[src/rtl/sync_frame_tx.sv]
// sync_frame_tx: serial frame transmitter emitting sync word 11011, payload MSB-first, then an idle gap
//
// Optional feature macro: SYNC_FRAME_TX_PARITY_EN
//   When defined, one even-parity bit (XOR of the payload latched at handshake)
//   follows the payload, and frame_done moves onto that bit.
//
// Ports:
//   clk        in   rising-edge clock
//   reset      in   asynchronous active-low reset
//   tx_data    in   payload, sampled only on the tx_valid && tx_ready edge
//   tx_valid   in   payload request
//   tx_ready   out  high while idle (combinational from state)
//   dout       out  registered serial line
//   dout_en    out  high while dout carries a sync, payload or parity bit
//   busy       out  high whenever a frame or its gap is in progress
//   frame_done out  one-cycle pulse on the last frame bit
module sync_frame_tx #(
  parameter int DATA_W = 8,
  parameter int GAP    = 2
) (
  input  logic              clk,
  input  logic              reset,
  input  logic [DATA_W-1:0] tx_data,
  input  logic              tx_valid,
  output logic              tx_ready,
  output logic              dout,
  output logic              dout_en,
  output logic              busy,
  output logic              frame_done
);
  localparam int DW_B = (DATA_W > 1) ? $clog2(DATA_W) : 1;
  localparam int GW_B = (GAP > 1) ? $clog2(GAP) : 1;
  localparam int CW0  = (DW_B > 3) ? DW_B : 3;
  localparam int CW   = (GW_B > CW0) ? GW_B : CW0;
`ifdef SYNC_FRAME_TX_PARITY_EN
  localparam bit PAR_EN = 1'b1;
`else
  localparam bit PAR_EN = 1'b0;
`endif

  typedef enum logic [2:0] {
    S_IDLE = 3'd0,
    S_SYNC = 3'd1,
    S_DATA = 3'd2,
`ifdef SYNC_FRAME_TX_PARITY_EN
    S_PAR  = 3'd3,
`endif
    S_GAP  = 3'd4
  } state_t;

  state_t            r_state;
  logic [DATA_W-1:0] r_shift;
  logic [CW-1:0]     r_cnt;
  logic              r_dout;
  logic              r_en;
  logic              r_busy;
  logic              r_done;
`ifdef SYNC_FRAME_TX_PARITY_EN
  logic              r_par;
`endif

  assign tx_ready   = (r_state == S_IDLE);
  assign dout       = r_dout;
  assign dout_en    = r_en;
  assign busy       = r_busy;
  assign frame_done = r_done;

  // Outputs are loaded one edge ahead: each branch sets the bit to show in the next cycle.
  always_ff @(posedge clk or negedge reset) begin
    if (!reset) begin
      r_state <= S_IDLE;
      r_shift <= '0;
      r_cnt   <= '0;
      r_dout  <= 1'b0;
      r_en    <= 1'b0;
      r_busy  <= 1'b0;
      r_done  <= 1'b0;
`ifdef SYNC_FRAME_TX_PARITY_EN
      r_par   <= 1'b0;
`endif
    end else begin
      case (r_state)
        S_IDLE: begin
          if (tx_valid) begin
            r_state <= S_SYNC;
            r_shift <= tx_data;
`ifdef SYNC_FRAME_TX_PARITY_EN
            r_par   <= ^tx_data;
`endif
            r_cnt   <= '0;
            r_dout  <= 1'b1;
            r_en    <= 1'b1;
            r_busy  <= 1'b1;
          end else begin
            r_dout  <= 1'b0;
            r_en    <= 1'b0;
            r_busy  <= 1'b0;
          end
          r_done <= 1'b0;
        end
        S_SYNC: begin
          if (r_cnt == CW'(4)) begin
            r_state <= S_DATA;
            r_cnt   <= '0;
            r_dout  <= r_shift[DATA_W-1];
            r_shift <= r_shift << 1;
            r_done  <= !PAR_EN && (DATA_W == 1);
          end else begin
            r_cnt   <= r_cnt + CW'(1);
            // sync word 11011: only the bit after index 1 is zero
            r_dout  <= (r_cnt != CW'(1));
          end
        end
        S_DATA: begin
          if (r_cnt == CW'(DATA_W - 1)) begin
            r_cnt   <= '0;
`ifdef SYNC_FRAME_TX_PARITY_EN
            r_state <= S_PAR;
            r_dout  <= r_par;
            r_done  <= 1'b1;
`else
            r_state <= S_GAP;
            r_dout  <= 1'b0;
            r_en    <= 1'b0;
            r_done  <= 1'b0;
`endif
          end else begin
            r_cnt   <= r_cnt + CW'(1);
            r_dout  <= r_shift[DATA_W-1];
            r_shift <= r_shift << 1;
            r_done  <= !PAR_EN && (r_cnt == CW'(DATA_W - 2));
          end
        end
`ifdef SYNC_FRAME_TX_PARITY_EN
        S_PAR: begin
          r_state <= S_GAP;
          r_cnt   <= '0;
          r_dout  <= 1'b0;
          r_en    <= 1'b0;
          r_done  <= 1'b0;
        end
`endif
        S_GAP: begin
          if (r_cnt == CW'(GAP - 1)) begin
            r_state <= S_IDLE;
            r_busy  <= 1'b0;
          end else begin
            r_cnt   <= r_cnt + CW'(1);
          end
        end
        default: begin
          r_state <= S_IDLE;
          r_dout  <= 1'b0;
          r_en    <= 1'b0;
          r_busy  <= 1'b0;
          r_done  <= 1'b0;
        end
      endcase
    end
  end
endmodule

[config.mk]
export PLATFORM = sky130hd
export DESIGN_NAME = sync_frame_tx
export DESIGN_NICKNAME = d
export VERILOG_FILES = /design/src/rtl/sync_frame_tx.sv
export SDC_FILE = /design/constraint.sdc
export NUM_CORES = 1
export LEC_CHECK = 0
export ABC_AREA = 1
export CORE_UTILIZATION = 51
export CTS_BUF_LIST = sky130_fd_sc_hd__clkbuf_4
export DETAILED_ROUTE_END_ITERATION = 10
export GPL_ROUTABILITY_DRIVEN = 0
export GPL_TIMING_DRIVEN = 0
export HOLD_SLACK_MARGIN = 0.06
export MAX_ROUTING_LAYER = met4
export PLACE_DENSITY = 0.75
export SKIP_CTS_REPAIR_TIMING = 1
export SLEW_MARGIN = 0
export SYNTH_ARGS = -nofsm -noshare
export SYNTH_HDL_FRONTEND = slang
export SYNTH_SLANG_ARGS = --single-unit
[constraint.sdc]
create_clock -name clk -period 1.25 [get_ports clk]
set_input_delay 0.1875 -clock clk [delete_from_list [all_inputs] [get_ports clk]]
set_output_delay 0.1875 -clock clk [all_outputs]
set_load 0.005 [all_outputs]
==> summary.txt <==
Run status
  – Status: complete, but fails checks
  – Failing checks: setup timing

Critical path
  – Reg2Reg Setup Slack: -0.18 ns
  – CP Data Arrival Time: 1.68 ns
  – Crit. End Element: flop
  – RR Endpoint: r_shift[3]
  – Setup CP Type: flop to flop
  – Top delay family on crit path: simple AND/OR/NAND/NOR gates
  – Critical Path Source Type: flop
  – CP max FO: 8
  – Reg2reg start: r_cnt[0]
  – Buf+Inv Stages, Crit Path: 0
  – Slowest stage cell, crit path: dfrtp_2
  – Crit. Startpoint: r_cnt[0]
  – CP required: 1.49 ns
  – R2R depth: 7
  – Critical Path Max Stage Delay: 0.47 ns
  – Worst-path cell chain: ha_4, ha_4, nand3_2, nand2_2, nor2_4, nand2_1, nand2_1

Final layout
  – Commonest non-fill, non-tap cell in the layout: nand2_1
  – Layout cells sized above 1: 33.0%
  – Final Net Count: 202
  – Commonest cells after routing, fill and taps aside: nand2_1, nand3_1, dfrtp_1
  – Area grow syn2layout: 40.8%
  – Ant. Diodes: 0

Power
  – Tot Pwr: 0.00414 W
  – Power Internal: 0.00223 W
  – Switching share of power: 46.0%
  – Worst ir drop on vdd: 1550 uV
  – Combinational share of power: 68.2%
  – Clk network pwr share: 7.3%
  – Power per cell area: 2500 nW/um^2
  – Lkg Pwr: 0.884 nW
  – Register share of total power: 24.5%
  – P_sw: 0.00190 W

Logic synthesis
  – Yosys warning total: 0
  – Syn Inst Count: 151
  – Synthesized cell area: 1170 um^2
  – #FFs+latches synth: 18
  – Sequential-to-total area share from yosys stat: 38.4%
  – Syn_area_per_cell: 7.77 um^2
  – Distinct cells, synth: 20
  – Net Count, Synth: 167

Detailed routing
  – Aggregate routed wire length: 2970 um
  – Drt drc: 0
  – 1st-iter DRT viols: 21
  – DR vias/cell: 5.47
  – Vias post-DR: 1165
  – DR WL met3: 149 um
  – DRT met1 WL: 1150 um
  – Post-route ant nets: 0
  – Wire length per cell: 13.9 um
  – Top Layer Used: met4
  – First-pass iteration count of the detailed router: 4
  – Met2 Routed Length: 1580 um

Clock tree
  – CTS tree: yes
  – CTS Sinks: 18
  – Max clock buf depth: 2
  – Clk_lat worst skew: 0.30 ns
  – TritonCTS buffer count: 3
  – Worst-path clk slew: 0.10 ns
  – H-tree depth: 1
  – Clock root cell: clkbuf_4

Floorplan
  – Die area: 2500 um^2
  – Die W: 50.0 um
  – Initial core utilization: 53.6%
  – I/O pin count: 16
  – CORE AREA: 2190 um^2
  – FP Rows: 17
  – Die H: 50.0 um

STA
  – Crit path time final: 1.43 ns
  – Max_slew headroom: 47.0%
  – Setup ws final: -0.185 ns
  – Tightest Pin Transition: 0.792 ns
  – Hold Fails Final Rpt: 0
  – RSZ-0062 raised after global routing: true
  – Final slew viol count: 0
  – Final Skew: 0.00343 ns
  – FMAX: 697 MHz
  – Final setup fails: 15
  – Tcrit/Tclk final: 115%

Global route
  – Global-route wire length before repair: 4090 um
  – Largest net degree at the start of global routing: 19
  – Overall Global Routing Usage: 22.6%
  – Antenna violations before repair: 0
  – Number of global-route vias before repair: 942
  – Grt ovf: 0

Hold path
  – Hold Path Class: input pin to async pin

Placement
  – Port bufs: 15
  – Pre-CTS setup slack: -0.193 ns
  – HPWL after detailed placement: 1880 um

Run
  – Max Cap Violations: 0
-- how the worst max path moves through the flow --
stage                     slack, ns          to  cells past startpoint
final                         -0.18  r_shift[3]                      7
after global routing          -0.29  r_shift[7]                      8
after CTS                     -0.52    tx_ready                      3
after detailed placement      -0.19    tx_ready                      3
after global placement        -0.18    tx_ready                      3
after floorplan               0.002  r_shift[7]                      8
-- power by group through the flow --
stage / registers, W / clock network [W] / logic (W)
after global placement: 0.000983 / 0 / 0.00207
after CTS: 0.000990 / 0.000302 / 0.00213
after detailed placement: 0.00100 / 0 / 0.00213
after global routing: 0.00103 / 0.000331 / 0.00310
final: 0.00101 / 0.000302 / 0.00282
after floorplan: 0.000963 / 0 / 0.00163
-- synthesized netlist by cell type, drive strengths merged --
master,instances,area share (%)
nand3,29,13
nor2,11,8.2
nand3b,1,0.64
nand2,62,23
inv,11,3.5
ha,5,5.3
nand4,4,2.1
o21ai,3,1.3
dfrtp,18,38
a21oi,1,0.43
buf,5,4.3
nor3,1,0.43
-- flip-flops by register name (all words and copies together), names as in the netlist --
signal,count
r_shift,8
dout_en,1
frame_done,1
r_cnt,3
r_state,3
busy,1
dout,1
-- final cells by class --
class	count	area (um^2)
multi-input combinational	117	741
fill	158	538
sequential	18	453
timing repair buffer	30	293
buffer	5	63.8
inverter	11	41.3
tap	28	35.0
clock buffer	3	22.5
clock inverter	1	3.75
-- cell families (layout without fill, tap and decap cells) --
kind of cell / after synthesis / in the layout / synth area share [%]
simple gates: 108 / 108 / 46.8
flops: 18 / 18 / 38.4
buf+inv: 16 / 50 / 7.78
fa+ha+maj: 5 / 5 / 5.33
compound gates: 4 / 4 / 1.70
-- metrics by stage --
| step | hold WS (ns) | cells | cell area [um^2] | TNS [ns] | utilization (%) |
|---|---|---|---|---|---|
| 2_1_floorplan | -0.108 | 151 | 1200 | 0 | - |
| 3_3_place_gp | 0.455 | 194 | 1380 | -1.73 | 63.2 |
| 3_5_place_dp | 0.463 | 194 | 1380 | -1.99 | 63.2 |
| 4_1_cts | 0.368 | 198 | 1410 | -3.10 | 64.4 |
| 5_1_grt | 0.415 | 213 | 1650 | -3.21 | 75.4 |
| 6_report | 0.337 | 213 | 1650 | -1.84 | 75.4 |
-- per-layer routing --
metal  vias up  track usage [%]
met5         -                -
met1       563             27.0
met2        35             39.2
met4         0             8.57
met3        11             1.85
li1        556                -
Power figures use the tool's default switching activity.
